## src/rtl/bcd_counter_ctrl.sv

```systemverilog
`default_nettype none
// ============================================================================
//  Module   : bcd_counter_ctrl
//  Purpose  : Controller for the two-digit push-button BCD counter.
//             - Two 2-flop synchronizers, one per raw button.
//             - One four-state debounce FSM per button that turns each
//               accepted press into a single one-cycle event.
//             - A round-robin arbiter that applies at most one event per
//               edge to a shared 00..99 BCD count. The loser of a collision
//               is held in a one-deep pending flag.
//             - Registered tens/units digits, grant pulses and an update
//               strobe for the downstream 7-segment decoders.
//  Options  : `define AUTOREPEAT_EN to enable auto-repeat while a button is
//             held (REPEAT_DELAY / REPEAT_RATE). Without it each press gives
//             exactly one event and both repeat parameters are ignored.
//  Ports    : clk        in   system clock, rising edge
//             reset      in   asynchronous reset, active high
//             btn_inc    in   raw increment button, active high
//             btn_dec    in   raw decrement button, active high
//             tens       out  [3:0] BCD tens digit
//             units      out  [3:0] BCD units digit
//             update     out  pulse, high in the cycle after a digit change
//             grant_inc  out  pulse, an increment was applied on this edge
//             grant_dec  out  pulse, a decrement was applied on this edge
//  Revision : 1.0  initial release
// ============================================================================
module bcd_counter_ctrl #(
    parameter int DEBOUNCE_CYCLES = 4,
    parameter int REPEAT_DELAY    = 16,
    parameter int REPEAT_RATE     = 8,
    parameter int CNT_W           = 8
) (
    input  logic       clk,
    input  logic       reset,
    input  logic       btn_inc,
    input  logic       btn_dec,
    output logic [3:0] tens,
    output logic [3:0] units,
    output logic       update,
    output logic       grant_inc,
    output logic       grant_dec
);

    // ------------------------------------------------------------------
    // Elaboration-time parameter range checks
    // ------------------------------------------------------------------
    if (DEBOUNCE_CYCLES < 1 || DEBOUNCE_CYCLES > 255) begin : g_bad_debounce
        $error("bcd_counter_ctrl: DEBOUNCE_CYCLES must be in 1..255");
    end
    if (DEBOUNCE_CYCLES >= (2 ** CNT_W) || REPEAT_DELAY >= (2 ** CNT_W) ||
        REPEAT_RATE >= (2 ** CNT_W) || REPEAT_DELAY < 1 || REPEAT_RATE < 1) begin : g_bad_cnt_w
        $error("bcd_counter_ctrl: CNT_W too small or repeat timing out of range");
    end

    // ------------------------------------------------------------------
    // Constants
    // ------------------------------------------------------------------
    localparam logic [1:0] ST_IDLE    = 2'd0;
    localparam logic [1:0] ST_ARM     = 2'd1;
    localparam logic [1:0] ST_PRESSED = 2'd2;
    localparam logic [1:0] ST_RELEASE = 2'd3;

    localparam logic PTR_INC = 1'b0;
    localparam logic PTR_DEC = 1'b1;

    localparam logic [CNT_W-1:0] C_DEB = CNT_W'(DEBOUNCE_CYCLES);

    // Bit 0 carries the increment button, bit 1 the decrement button.
    localparam int BTN_INC = 0;
    localparam int BTN_DEC = 1;

    // ------------------------------------------------------------------
    // Synchronizers
    // ------------------------------------------------------------------
    logic [1:0] sync1_q, sync1_d;
    logic [1:0] sync2_q, sync2_d;

    always_comb begin
        sync1_d = {btn_dec, btn_inc};
        sync2_d = sync1_q;
    end

    always_ff @(posedge clk or posedge reset) begin
        if (reset) begin
            sync1_q <= 2'b00;
            sync2_q <= 2'b00;
        end else begin
            sync1_q <= sync1_d;
            sync2_q <= sync2_d;
        end
    end

    // ------------------------------------------------------------------
    // Per-button debounce FSMs
    // ------------------------------------------------------------------
    logic [1:0] btn_ev;     // registered one-cycle events per button

    for (genvar i = 0; i < 2; i++) begin : g_btn
        logic [1:0]       state_q, state_d;
        logic [CNT_W-1:0] cnt_q, cnt_d;
        logic [CNT_W-1:0] cnt_inc;
        logic             hit;
        logic             sync;
        logic             press_ev;
        logic             rep_ev;
        logic             ev_q, ev_d;

        assign sync    = sync2_q[i];
        assign cnt_inc = cnt_q + CNT_W'(1);
        // The counter is zero in IDLE and PRESSED, so the same compare also
        // covers DEBOUNCE_CYCLES==1, where the first sample is enough.
        assign hit     = (cnt_inc >= C_DEB);

        // State register
        always_ff @(posedge clk or posedge reset) begin
            if (reset) begin
                state_q <= ST_IDLE;
                cnt_q   <= '0;
                ev_q    <= 1'b0;
            end else begin
                state_q <= state_d;
                cnt_q   <= cnt_d;
                ev_q    <= ev_d;
            end
        end

        // Next-state logic
        always_comb begin
            state_d = state_q;
            case (state_q)
                ST_IDLE: begin
                    if (sync) begin
                        state_d = hit ? ST_PRESSED : ST_ARM;
                    end
                end
                ST_ARM: begin
                    if (!sync) begin
                        state_d = ST_IDLE;
                    end else if (hit) begin
                        state_d = ST_PRESSED;
                    end
                end
                ST_PRESSED: begin
                    if (!sync) begin
                        state_d = hit ? ST_IDLE : ST_RELEASE;
                    end
                end
                ST_RELEASE: begin
                    if (sync) begin
                        state_d = ST_PRESSED;
                    end else if (hit) begin
                        state_d = ST_IDLE;
                    end
                end
                default: state_d = ST_IDLE;
            endcase
        end

        // Output / datapath logic
        always_comb begin
            // The counter only runs while qualifying in ARM or RELEASE; any
            // entry into those states starts from zero, so +1 gives count=1.
            cnt_d    = (state_d == ST_ARM || state_d == ST_RELEASE) ? cnt_inc : '0;
            press_ev = (state_d == ST_PRESSED) &&
                       (state_q == ST_IDLE || state_q == ST_ARM);
            ev_d     = press_ev | rep_ev;
        end

`ifdef AUTOREPEAT_EN
        localparam logic [CNT_W-1:0] C_RDLY  = CNT_W'(REPEAT_DELAY);
        localparam logic [CNT_W-1:0] C_RRATE = CNT_W'(REPEAT_RATE);

        logic [CNT_W-1:0] rep_cnt_q, rep_cnt_d;
        logic [CNT_W-1:0] rep_inc;
        logic             rep_phase_q, rep_phase_d;   // 0: waiting for first repeat

        assign rep_inc = rep_cnt_q + CNT_W'(1);

        always_ff @(posedge clk or posedge reset) begin
            if (reset) begin
                rep_cnt_q   <= '0;
                rep_phase_q <= 1'b0;
            end else begin
                rep_cnt_q   <= rep_cnt_d;
                rep_phase_q <= rep_phase_d;
            end
        end

        // The counter only runs while the FSM stays in PRESSED; entering or
        // leaving PRESSED leaves it cleared.
        always_comb begin
            rep_cnt_d   = '0;
            rep_phase_d = 1'b0;
            rep_ev      = 1'b0;
            if (state_q == ST_PRESSED && state_d == ST_PRESSED) begin
                if (!rep_phase_q && rep_inc == C_RDLY) begin
                    rep_ev      = 1'b1;
                    rep_phase_d = 1'b1;
                end else if (rep_phase_q && rep_inc == C_RRATE) begin
                    rep_ev      = 1'b1;
                    rep_phase_d = 1'b1;
                end else begin
                    rep_cnt_d   = rep_inc;
                    rep_phase_d = rep_phase_q;
                end
            end
        end
`else
        assign rep_ev = 1'b0;
`endif

        assign btn_ev[i] = ev_q;
    end

    // ------------------------------------------------------------------
    // Arbiter and BCD count
    // ------------------------------------------------------------------
    logic [3:0] tens_q, tens_d;
    logic [3:0] units_q, units_d;
    logic       grant_inc_q, grant_inc_d;
    logic       grant_dec_q, grant_dec_d;
    logic       update_q, update_d;
    logic       pend_inc_q, pend_inc_d;
    logic       pend_dec_q, pend_dec_d;
    logic       ptr_q, ptr_d;

    logic       ev_inc, ev_dec;
    logic       do_inc, do_dec;
    logic [3:0] inc_tens, inc_units;
    logic [3:0] dec_tens, dec_units;

    assign ev_inc = btn_ev[BTN_INC];
    assign ev_dec = btn_ev[BTN_DEC];

    // Two-digit BCD +1 / -1 with wrap 99<->00
    always_comb begin
        if (units_q == 4'd9) begin
            inc_units = 4'd0;
            inc_tens  = (tens_q == 4'd9) ? 4'd0 : tens_q + 4'd1;
        end else begin
            inc_units = units_q + 4'd1;
            inc_tens  = tens_q;
        end
        if (units_q == 4'd0) begin
            dec_units = 4'd9;
            dec_tens  = (tens_q == 4'd0) ? 4'd9 : tens_q - 4'd1;
        end else begin
            dec_units = units_q - 4'd1;
            dec_tens  = tens_q;
        end
    end

    always_comb begin
        do_inc     = 1'b0;
        do_dec     = 1'b0;
        pend_inc_d = pend_inc_q;
        pend_dec_d = pend_dec_q;
        ptr_d      = ptr_q;

        // A pending loser is always served first. A new event on the side
        // being served is dropped; a new event on the other side is parked
        // in its own pending flag.
        if (pend_inc_q) begin
            do_inc     = 1'b1;
            pend_inc_d = 1'b0;
            if (ev_dec) begin
                pend_dec_d = 1'b1;
            end
        end else if (pend_dec_q) begin
            do_dec     = 1'b1;
            pend_dec_d = 1'b0;
            if (ev_inc) begin
                pend_inc_d = 1'b1;
            end
        end else if (ev_inc && ev_dec) begin
            if (ptr_q == PTR_INC) begin
                do_inc     = 1'b1;
                pend_dec_d = 1'b1;
            end else begin
                do_dec     = 1'b1;
                pend_inc_d = 1'b1;
            end
            ptr_d = ~ptr_q;
        end else if (ev_inc) begin
            do_inc = 1'b1;
        end else if (ev_dec) begin
            do_dec = 1'b1;
        end

        tens_d  = tens_q;
        units_d = units_q;
        if (do_inc) begin
            tens_d  = inc_tens;
            units_d = inc_units;
        end else if (do_dec) begin
            tens_d  = dec_tens;
            units_d = dec_units;
        end

        grant_inc_d = do_inc;
        grant_dec_d = do_dec;
        // Every grant moves the count (+-1 mod 100 never maps a value onto
        // itself), so the strobe is simply the grant delayed by one cycle.
        update_d    = grant_inc_q | grant_dec_q;
    end

    always_ff @(posedge clk or posedge reset) begin
        if (reset) begin
            tens_q      <= 4'd0;
            units_q     <= 4'd0;
            grant_inc_q <= 1'b0;
            grant_dec_q <= 1'b0;
            update_q    <= 1'b0;
            pend_inc_q  <= 1'b0;
            pend_dec_q  <= 1'b0;
            ptr_q       <= PTR_INC;
        end else begin
            tens_q      <= tens_d;
            units_q     <= units_d;
            grant_inc_q <= grant_inc_d;
            grant_dec_q <= grant_dec_d;
            update_q    <= update_d;
            pend_inc_q  <= pend_inc_d;
            pend_dec_q  <= pend_dec_d;
            ptr_q       <= ptr_d;
        end
    end

    assign tens      = tens_q;
    assign units     = units_q;
    assign update    = update_q;
    assign grant_inc = grant_inc_q;
    assign grant_dec = grant_dec_q;

endmodule
`default_nettype wire

```

## config.mk

```make
export PLATFORM = sky130hd
export DESIGN_NAME = bcd_counter_ctrl
export DESIGN_NICKNAME = d
export VERILOG_FILES = /design/src/rtl/bcd_counter_ctrl.sv
export SDC_FILE = /design/constraint.sdc
export NUM_CORES = 1
export LEC_CHECK = 0
export CORE_ASPECT_RATIO = 0.75
export CORE_MARGIN = 2
export CORE_UTILIZATION = 35
export CTS_CLUSTER_SIZE = 16
export DETAILED_ROUTE_END_ITERATION = 6
export PLACE_DENSITY = 0.6
export SYNTH_ARGS = -nofsm -noshare
export SYNTH_HDL_FRONTEND = slang
export SYNTH_SLANG_ARGS = --single-unit
export TNS_END_PERCENT = 20
```

## constraint.sdc

```tcl
create_clock -name clk -period 2.5 [get_ports clk]
set_input_delay 0.625 -clock clk [delete_from_list [all_inputs] [get_ports clk]]
set_output_delay 0.625 -clock clk [all_outputs]
set_load 0.01 [all_outputs]
```

==> results of run 1 <==
## cell type report
class / count / area, um2
clock inverter: 1 / 5.00
fill: 459 / 2800
multi-input combinational: 119 / 788
clock buffer: 7 / 86.3
sequential: 38 / 951
timing repair buffer: 16 / 155
inverter: 3 / 11.3
tap: 60 / 75.1
## logic make-up after synthesis
kind of cell               count (synthesis)
adders and majority gates                  3
buffers and inverters                     10
and+or+nand+nor                           62
AOI/OAI and AO/OA                         32
muxes                                      3
other                                      1
DFF                                       38
xor gates and xnor gates                   7
## state kept, by name, summed over array words and instances, names as in the netlist
register       count
ev_dec             1
ev_inc             1
g_btn.cnt_q       16
g_btn.state_q      2
grant_dec          1
grant_inc          1
pend_dec_q         1
pend_inc_q         1
ptr_q              1
sync1_q            2
sync2_q            2
tens               4
units              4
update             1
## final timing paths
path / start / to
min in group asynchronous: reset / ptr_q$_DFFE_PP0P_
setup / recovery: units[1]$_DFFE_PP0P_ / tens[2]$_DFFE_PP0P_
setup reg to reg: units[1]$_DFFE_PP0P_ / tens[2]$_DFFE_PP0P_
hold reg to reg: sync1_q[1]$_DFF_PP0_ / sync2_q[1]$_DFF_PP0_
max in group asynchronous: reset / g_btn[0].cnt_q[2]$_DFF_PP0_
hold / removal: sync1_q[1]$_DFF_PP0_ / sync2_q[1]$_DFF_PP0_
## per-layer routing
metal  up-vias  routed length [um]  share of wire
li1        606                   -              -
met1       600                1440           0.48
met2        14                1500           0.50
met3         2                  77          0.025
met4         0                   9         0.0030
met5         -                   0              0
## through the flow
| stage | instances | hold WS [ns] | util |
|---|---|---|---|
| 3_5_place_dp | 236 | 0.336 | 0.407 |
| 6_report | 244 | 0.347 | 0.425 |
| 3_3_place_gp | 236 | 0.338 | 0.407 |
| 5_1_grt | 244 | 0.358 | 0.425 |
| 2_1_floorplan | 167 | 0.331 | - |
| 4_1_cts | 244 | 0.352 | 0.425 |
## where the power goes
| group | switching (uW) | internal [uW] | total, uW | leakage [uW] |
|---|---|---|---|---|
| sequential | 174 | 716 | 890 | 0.000464 |
| combinational | 250 | 325 | 575 | 0.000366 |
| clock | 195 | 222 | 417 | 0.0000482 |
## synthesized netlist by cell type, drive strengths merged (2+ instances only)
cell type	n	area, um2
a211o	2	18.8
a211oi	2	15.0
a21boi	2	15.0
a21o	2	15.0
a21oi	7	38.8
a221o	2	21.3
a311oi	2	17.5
a31oi	3	18.8
and2	4	26.3
and4	2	17.5
buf	2	18.8
clkbuf	3	16.3
dfrtp	38	951
dlygate4sd1	2	17.5
ha	3	37.5
inv	3	11.3
mux2	3	33.8
nand2	6	22.5
nand2b	2	12.5
nand3	3	15.0
nand3b	2	15.0
nand4	4	25.0
nor2	17	63.8
nor2b	2	12.5
nor3	3	15.0
nor3b	5	37.5
nor4	2	27.5
o22ai	2	12.5
o31ai	2	15.0
or2	2	12.5
or3	3	18.8
or4	2	18.8
xnor2	6	52.6
==> Implementation_results.wiki, run 1 <==
{| class="wikitable"
! Metric !! Value
|-
| Tightest Pin Transition || 0.531 ns
|-
| Vertical die dimension || about 65 um
|-
| Worst vdd rail ir drop || 0.368 mV
|-
| Number of remaining DRC errors || 0
|-
| Synth Register Bits || 38
|-
| Arrival time of data at the critical path endpoint || 2.27 ns
|-
| Router iterations before antenna repair || 4
|-
| DRT antenna net count || 0
|-
| Finished Cell Area || a little over 0.002 mm2
|-
| Area of placed instances || just under 0.002 mm2
|-
| Half-perimeter wire length after placement || between 2000 and 2500 um
|-
| Number of nets at the end of the flow || 190
|-
| Vias in the first global route || 1,190
|-
| Wire length per cell after detailed routing || about 12 um
|-
| Number of violations reported at the end of detailed-routing iteration 0 || 33
|-
| RSZ-0062 raised after global routing || no
|-
| Largest net degree at the start of global routing || 39
|-
| PostCTS Resize Cnt || 0
|-
| Synthesized-area fraction occupied by ao, oa, aoi and oai cells || 0.141
|-
| Area added between synthesis and finish || 17.6%
|-
| Num Clock Sinks || 38
|-
| Post-Synthesis Mean Instance Area || 11.3 um2
|-
| Met3 usage || 0.0452
|-
| Number of buffers inserted by hold repair at cts || 0
|-
| Max-capacitance violation count || 0
|-
| Final-report setup violation count || 0
|-
| Post-synthesis xor/xnor area fraction || 0.0348
|-
| Total number of placement rows || 22
|-
| Result of the run || complete, no violations
|-
| First-pass GRT wire length || ~5200 um
|-
| Highest clock frequency the design can meet || ~0.48 GHz
|-
| Sequential cell area fraction in the yosys report || 0.540
|-
| Clock edge transition at the registers on the reported setup and hold paths || ~0.07 ns
|-
| Depth of the worst hold-timing path || 0
|-
| Combinational family with the most area after synthesis || simple AND/OR/NAND/NOR gates
|-
| Max H-tree Level || 2
|-
| Nature of the critical path endpoint || flop
|-
| Commonest cells after routing, fill and taps aside || 38 x sky130_fd_sc_hd__dfrtp_1, 17 x sky130_fd_sc_hd__nor2_1, 14 x sky130_fd_sc_hd__clkdlybuf4s50_1, 12 x sky130_fd_sc_hd__conb_1
|-
| Final total negative setup slack || 0 ns
|-
| GRT busiest layer || met2
|-
| CTS buffer count || 5
|-
| Count of vias placed by the detailed router || 1,222
|-
| CP startpoint kind || flop
|-
| GRT met1 Usage || 0.147
|-
| Buf+Inv Stages, Crit Path || 0
|-
| Share of post-route cells with drive strength above 1 || 0.120
|-
| Count of boundary I/O pins || 15
|-
| Depth of the most critical reg-to-reg path || 5
|-
| Die Area || between 0.005 and 0.006 mm2
|-
| Number of setup buffers added after CTS || 0
|-
| Number of port buffers || 14
|-
| Path category of the worst min-delay check || flop to flop
|-
| CP Class || flop to flop
|-
| Worst-case clock buffer depth || 2
|-
| Most used DFF post-synth || sky130_fd_sc_hd__dfrtp_1
|-
| Most frequent standard cell in the layout excluding fill and tap cells || sky130_fd_sc_hd__dfrtp_1
|-
| Grt ovf || 0
|-
| Final Routed Wirelength || approximately 3000 um
|-
| Post-synthesis instance area || ~0.0018 mm2
|-
| EDFF count, synth || 0
|-
| Core Box Area || 0.00487 mm2
|-
| Min Tclk post-route || ~2.1 ns
|-
| Count of cell instances traversed by the critical path || 5
|-
| Final hold viol count || 0
|-
| Worst path required time || approximately 2.7 ns
|-
| Initial Utilization || 0.362
|-
| Maximum fanout along the worst path || 10
|-
| Final period util || 0.838
|-
| Met2 Use GR || 0.201
|-
| Number of max-slew violations in the final report || 0
|-
| CP peak stage delay || around 0.56 ns
|-
| Multiplexer share of the synthesized area || 0.0192
|-
| Cells along the critical path || or4_4 -> nor4_4 -> a41oi_2 -> o31a_1 -> a221o_1
|-
| Synthesis warning total || 0
|-
| Clock tree from TritonCTS || built
|-
| Netlist cell types || 53
|-
| Number of antenna violations at the first check in global routing || 0
|-
| Total routing resource utilization after global routing || 0.121
|-
| Post-Route Skew || around 0.007 ns
|-
| DR vias/cell || around 5
|-
| Relative slew margins || 0.645
|-
| Count of mapped cells out of synthesis || 156
|-
| Category of cells accounting for the largest share of critical-path delay || compound AO/OA/AOI/OAI gates
|-
| Clk Tree Root Cell || sky130_fd_sc_hd__clkbuf_8
|-
| Die span in x || ~86 um
|-
| Overall power after layout || ~1900 uW
|-
| Worst Setup Slack, final || roughly 0.41 ns
|-
| P_leak || 0.000878 uW
|-
| Antenna diode count || 0
|-
| Pre-CTS WS || ~0.42 ns
|-
| Later-pin clock latency in the skew report || between 0.2 and 0.3 ns
|-
| Share of flip-flops with an asynchronous set or reset || 1.00
|-
| Synthesized-area fraction occupied by and/or/nand/nor cells || 0.206
|-
| Routability cong. || approximately 0.81
|-
| Flop2flop setup slack || between 0.4 and 0.5 ns
|-
| Adder and majority gate portion of the synthesized area || 0.0213
|-
| Slowest stage cell on the critical path || sky130_fd_sc_hd__or4_4
|-
| Power per standard cell area || approximately 910 mW/mm2
|}
Note: power is estimated with default switching activity, not from simulation.
==> inputs of run 2 (changes only) <==
- PLACE_DENSITY: 0.6 -> 0.62
- clock period: 2.5 -> 1.75 ns (I/O delays scaled with it)
==> run 2 against run 1 <==
  * The run now ends with setup timing left
  * Total power rose by 51%
  * Global-route usage rose by 0.95 points
  * First-iteration DRC count is 70% higher
  * Clock power rose by 48%
  * Largest power group unchanged
  * Register-to-register slack got worse by 0.50 ns
==> Implementation_results.wiki, run 2 (synthesized netlist as in run 1, its figures left out) <==
{| class="wikitable"
! Metric !! Value
|-
| Result of the run || finished, violations left
|-
| Violated checks || setup timing
|-
| Source of the worst register-to-register timing path || units[0]$_DFFE_PP0P_
|-
| Later-pin clock latency in the skew report || approximately 0.3 ns
|-
| Total number of placement rows || 22
|-
| Clock tree from TritonCTS || built
|-
| Half-perimeter wire length after placement || roughly 2200 um
|-
| Grt ovf || 0
|-
| Worst path required time || approximately 1.9 ns
|-
| Vias in the first global route || 1,270
|-
| P_leak || ~0.0010 uW
|-
| Final standard cell count with taps included and fillers excluded || about 260
|-
| Pre-CTS WS || -0.0910 ns
|-
| Vertical die dimension || about 65 um
|-
| Initial Utilization || 0.362
|-
| CP peak stage delay || ~0.55 ns
|-
| Clk Tree Root Cell || sky130_fd_sc_hd__clkbuf_8
|-
| Depth of the worst hold-timing path || 0
|-
| RSZ-0062 raised after global routing || yes
|-
| Buf+Inv Stages, Crit Path || 0
|-
| Flop2flop setup slack || -0.09 ns
|-
| DRT antenna net count || 0
|-
| Router iterations before antenna repair || 4
|-
| Commonest cells after routing, fill and taps aside || 34 x sky130_fd_sc_hd__dfrtp_1, 20 x sky130_fd_sc_hd__buf_4, 15 x sky130_fd_sc_hd__nor2_1, 12 x sky130_fd_sc_hd__conb_1
|-
| Arrival time of data at the critical path endpoint || about 2.0 ns
|-
| Wire length per cell after detailed routing || 11.7 um
|-
| Routability cong. || approximately 0.76
|-
| Highest clock frequency the design can meet || between 0.5 and 0.6 GHz
|-
| Cell Count Post-Placement || 255
|-
| Max-capacitance violation count || 0
|-
| CP startpoint kind || flop
|-
| Final period util || 1.05
|-
| Num Clock Sinks || 38
|-
| Finished Cell Area || 0.00229 mm2
|-
| Number of setup buffers added after CTS || 0
|-
| Worst-case clock buffer depth || 2
|-
| Die Area || 0.00562 mm2
|-
| Count of cell instances traversed by the critical path || 5
|-
| Area of placed instances || about 0.0021 mm2
|-
| Number of violations reported at the end of detailed-routing iteration 0 || 56
|-
| Number of nets at the end of the flow || about 210
|-
| Nature of the critical path endpoint || flop
|-
| Clock edge transition at the registers on the reported setup and hold paths || roughly 0.080 ns
|-
| Final hold viol count || 0
|-
| Largest net degree at the start of global routing || 39
|-
| Most frequent standard cell in the layout excluding fill and tap cells || sky130_fd_sc_hd__dfrtp_1
|-
| Most flops, register || g_btn.cnt_q
|-
| Count of boundary I/O pins || 15
|-
| Maximum fanout along the worst path || 4
|-
| Worst Setup Slack, final || -0.0929 ns
|-
| First-pass GRT wire length || approximately 5500 um
|-
| Area added between synthesis and finish || 30.1%
|-
| CTS buffer count || 5
|-
| Final-report setup violation count || 3
|-
| Max H-tree Level || 2
|-
| Critical path endpoint || tens[2]$_DFFE_PP0P_
|-
| Total routing resource utilization after global routing || 0.130
|-
| Flip-flop count of the largest register, all copies and words added || 16
|-
| Final total negative setup slack || -0.153 ns
|-
| Post-Route Skew || slightly below 0.01 ns
|-
| Number of max-slew violations in the final report || 0
|-
| RR Endpoint || tens[2]$_DFFE_PP0P_
|-
| Path category of the worst min-delay check || flop to flop
|-
| Core Box Area || around 0.0049 mm2
|-
| Die span in x || approximately 86 um
|-
| Cells along the critical path || or4_4 -> nor4_4 -> a41oi_2 -> o31a_1 -> a221o_1
|-
| Depth of the most critical reg-to-reg path || 5
|-
| Number of port buffers || 14
|-
| Min Tclk post-route || between 1.5 and 2 ns
|-
| Antenna diode count || 0
|-
| Number of antenna violations at the first check in global routing || 0
|-
| CP startpoint || units[0]$_DFFE_PP0P_
|-
| Count of vias placed by the detailed router || between 1,000 and 1,500
|-
| DR vias/cell || about 4.9
|-
| End-of-flow core utilization || 0.470
|-
| Category of cells accounting for the largest share of critical-path delay || simple AND/OR/NAND/NOR gates
|-
| Share of post-route cells with drive strength above 1 || 0.281
|-
| Slowest stage cell on the critical path || sky130_fd_sc_hd__or4_4
|-
| Power per standard cell area || approximately 1200 mW/mm2
|-
| Final Routed Wirelength || roughly 3100 um
|-
| CP Class || flop to flop
|-
| Worst vdd rail ir drop || around 0.84 mV
|-
| Number of remaining DRC errors || 0
|}
[run 2: metal layers]
layer | wire length, um | vias to the layer above | share of wire | GRT usage
met5 | 0 | - | 0 | 0
met4 | 76 | 0 | 0.025 | 0.0813
met3 | 112 | 7 | 0.036 | 0.0377
met2 | 1330 | 15 | 0.43 | 0.192
met1 | 1550 | 627 | 0.51 | 0.169
li1 | - | 651 | - | -
[run 2: how the worst min path moves through the flow]
stage                               from                   end
floorplan           sync1_q[0]$_DFF_PP0_  sync2_q[0]$_DFF_PP0_
global placement    sync1_q[0]$_DFF_PP0_  sync2_q[0]$_DFF_PP0_
detailed placement  sync1_q[0]$_DFF_PP0_  sync2_q[0]$_DFF_PP0_
CTS                 sync1_q[0]$_DFF_PP0_  sync2_q[0]$_DFF_PP0_
global route        sync1_q[0]$_DFF_PP0_  sync2_q[0]$_DFF_PP0_
finish              sync1_q[0]$_DFF_PP0_  sync2_q[0]$_DFF_PP0_
[run 2: area by class of cell]
class,instances,area (um2)
fill,452,2580
sequential,38,956
multi-input combinational,119,843
timing repair buffer,35,312
clock buffer,6,82.6
tap,60,75.1
clock inverter,2,12.5
inverter,3,11.3
[run 2: report_power, final]
part	internal [uW]	switching (uW)	total (uW)	leakage (uW)
sequential	1030	160	1190	0.000460
combinational	545	495	1040	0.000509
clock	316	301	617	0.0000472
total	1890	956	2850	0.00102
[run 2: per-stage QoR]
step	hold slack (ns)	power [uW]
floorplan	0.331	1830
global placement	0.331	2240
detailed placement	0.351	2240
CTS	0.367	2850
global route	0.372	3060
finish	0.361	2850
[run 2: worst register-to-register path: stages, from the launching register on]
cell and delay, ns:
sky130_fd_sc_hd__dfrtp_1 0.38, sky130_fd_sc_hd__or4_4 0.55, sky130_fd_sc_hd__nor4_4 0.19, sky130_fd_sc_hd__a41oi_2 0.10, sky130_fd_sc_hd__o31a_1 0.27, sky130_fd_sc_hd__a221o_1 0.26
[run 2: timing repair]
action                                  in CTS  in global routing
hold buffers                                 0                  0
endpoints found under the setup margin      12                 12
hold endpoints to repair                     0                  0
resized for setup                            8                 17
pin swaps                                    0                  3
==> inputs of run 3 (changes only) <==
- DONT_BUFFER_PORTS: default -> 1
- PLACE_DENSITY: 0.62 -> 0.58
==> run 3 against run 2 <==
  * The run still ends with setup timing left
  * Routed wire length rose by 7.8%
  * Sequential power about the same
  * Design area fell by 8.0%
  * Clock skew decreased by 0.0015 ns
  * Global-route usage up 0.32 points
  * Setup slack improved by 0.012 ns
  * Via count shrank 1.9%
  * Register-to-register slack about the same
  * Maximum frequency increased by 0.65%
  * Largest power group unchanged
==> Implementation_results.wiki, run 3 (synthesized netlist as in run 1, its figures left out) <==
{| class="wikitable"
! Metric !! Value
|-
| CP peak stage delay || roughly 0.54 ns
|-
| Die Area || between 0.005 and 0.006 mm2
|-
| Highest clock frequency the design can meet || about 0.55 GHz
|-
| Half-perimeter wire length after placement || 2320 um
|-
| Routability cong. || 0.872
|-
| First-pass GRT wire length || approximately 5800 um
|-
| DRT antenna net count || 0
|-
| Power Internal || 1750 uW
|-
| CP Class || flop to flop
|-
| Core Box Area || between 0.004 and 0.005 mm2
|-
| Violated checks || setup timing
|-
| Arrival time of data at the critical path endpoint || approximately 2 ns
|-
| Total number of placement rows || 22
|-
| Final-report setup violation count || 3
|-
| Count of vias placed by the detailed router || 1,275
|-
| P_leak || between 0.0009 and 0.001 uW
|-
| Final period util || 1.05
|-
| Nature of the critical path endpoint || flop
|-
| Cell Count Post-Placement || 240
|-
| Most frequent standard cell in the layout excluding fill and tap cells || sky130_fd_sc_hd__dfrtp_1
|-
| DR vias/cell || between 5 and 6
|-
| Later-pin clock latency in the skew report || approximately 0.29 ns
|-
| Final hold viol count || 0
|-
| Maximum fanout along the worst path || 4
|-
| Most flops, register || g_btn.cnt_q
|-
| Vias in the first global route || between 1,000 and 1,500
|-
| Switching power summed over all nets || around 940 uW
|-
| Clock edge transition at the registers on the reported setup and hold paths || 0.08 ns
|-
| Worst Setup Slack, final || -0.0810 ns
|-
| Result of the run || finished, violations left
|-
| Cells along the critical path || or4_4 -> nor4_4 -> a41oi_2 -> o31a_1 -> a221o_1
|-
| Power per standard cell area || between 1000 and 1500 mW/mm2
|-
| Part of the power in registers || 0.441
|-
| Buf+Inv Stages, Crit Path || 0
|-
| Worst path required time || a little under 2 ns
|-
| Clock group share of total power || 0.231
|-
| Router iterations before antenna repair || 4
|-
| Number of violations reported at the end of detailed-routing iteration 0 || about 50
|-
| Clock tree from TritonCTS || built
|-
| Slowest stage cell on the critical path || sky130_fd_sc_hd__or4_4
|-
| Flip-flop and latch area || approximately 950 um2
|-
| Path category of the worst min-delay check || primary input to async pin
|-
| Flip-flop count of the largest register, all copies and words added || 16
|-
| Die span in x || 85.9 um
|-
| Vertical die dimension || approximately 65 um
|-
| Combinational power share || 0.327
|-
| Min Tclk post-route || between 1.5 and 2 ns
|-
| Area of placed instances || ~0.0020 mm2
|-
| Number of remaining DRC errors || 0
|-
| Final Routed Wirelength || 3310 um
|-
| Final total negative setup slack || -0.127 ns
|-
| Area added between synthesis and finish || 19.7%
|-
| Antenna diode count || 0
|-
| Number of nets at the end of the flow || approximately 190
|-
| Initial Utilization || 0.362
|-
| RSZ-0062 raised after global routing || yes
|-
| Total routing resource utilization after global routing || 0.133
|-
| Switching portion of total power || 0.348
|-
| Pre-CTS WS || -0.0849 ns
|-
| Multi-input gate area in the final layout || 831 um2
|-
| Share of post-route cells with drive strength above 1 || 0.255
|-
| CP startpoint kind || flop
|-
| Commonest cells after routing, fill and taps aside || 38 x sky130_fd_sc_hd__dfrtp_1, 20 x sky130_fd_sc_hd__buf_4, 17 x sky130_fd_sc_hd__nor2_1, 12 x sky130_fd_sc_hd__conb_1
|-
| Number of port buffers || 0
|-
| Overall power after layout || 2690 uW
|-
| Number of antenna violations at the first check in global routing || 0
|-
| Category of cells accounting for the largest share of critical-path delay || simple AND/OR/NAND/NOR gates
|-
| Worst vdd rail ir drop || approximately 0.48 mV
|-
| Filler cells || between 400 and 500
|-
| Clk Tree Root Cell || sky130_fd_sc_hd__clkbuf_8
|-
| Finished Cell Area || roughly 0.0021 mm2
|-
| Count of boundary I/O pins || 15
|-
| Grt ovf || 0
|-
| Wire length per cell after detailed routing || between 10 and 15 um
|-
| Final standard cell count with taps included and fillers excluded || ~250
|-
| Worst-case clock buffer depth || 2
|-
| Max-capacitance violation count || 0
|-
| Max H-tree Level || 2
|-
| Largest net degree at the start of global routing || 39
|-
| CTS buffer count || 5
|-
| Num Clock Sinks || 38
|-
| Number of max-slew violations in the final report || 0
|-
| Post-Route Skew || 0.00836 ns
|}
[run 3: worst register-to-register path, delay by kind of cell (launching register included)]
kind,cells,cell delay (ns)
AO/OA/AOI/OAI,3,0.62
AND/OR/NAND/NOR,2,0.72
flip-flops,1,0.38
[run 3: final cells by class]
class | count | area share
Clock buffer | 7 | 0.0409
Timing Repair Buffer | 20 | 0.0712
Multi-Input combinational cell | 119 | 0.394
Inverter | 3 | 0.00534
Sequential cell | 38 | 0.451
Clock inverter | 1 | 0.00237
Tap cell | 60 | 0.0356
[run 3: power by group through the flow]
stage                     Clock, uW  Combinational (uW)  Sequential (uW)
after floorplan                   0                 625             1200
after global placement            0                 818             1180
after detailed placement          0                 849             1200
after CTS                       642                 863             1180
after global routing            691                 961             1210
final                           623                 881             1190
[run 3: worst paths after layout]
kind / startpoint / endpoint / slack, ns / depth (start not counted)
max reg2reg: units[0]$_DFFE_PP0P_ / tens[2]$_DFFE_PP0P_ / -0.08 / 5
max: units[0]$_DFFE_PP0P_ / tens[2]$_DFFE_PP0P_ / -0.08 / 5
min reg2reg: sync1_q[1]$_DFF_PP0_ / sync2_q[1]$_DFF_PP0_ / 0.35 / 0
max in group asynchronous: reset / g_btn[0].cnt_q[1]$_DFF_PP0_ / 1.27 / 2
min in group clk: btn_inc / sync1_q[0]$_DFF_PP0_ / 0.17 / 0
min: reset / g_btn[1].cnt_q[2]$_DFF_PP0_ / 0.13 / 2
[run 3: per-stage QoR]
stage	hold WS [ns]	util
floorplan	0.331	-
global placement	0.336	0.405
detailed placement	0.336	0.405
CTS	0.152	0.430
global route	0.152	0.433
finish	0.133	0.433
[run 3: layer usage]
metal / up-vias / global-route usage / routed length, um
li1: 621 / - / -
met2: 29 / 0.216 / 1640
met4: 0 / 0.0714 / 40
met5: - / 0 / 0
met1: 620 / 0.160 / 1460
met3: 5 / 0.0415 / 170
[run 3: timing repair]
action,in CTS,in global routing
resized for setup,7,3
pin swaps,2,1
setup buffers,0,0
endpoints found under the setup margin,4,8
hold buffers,0,0
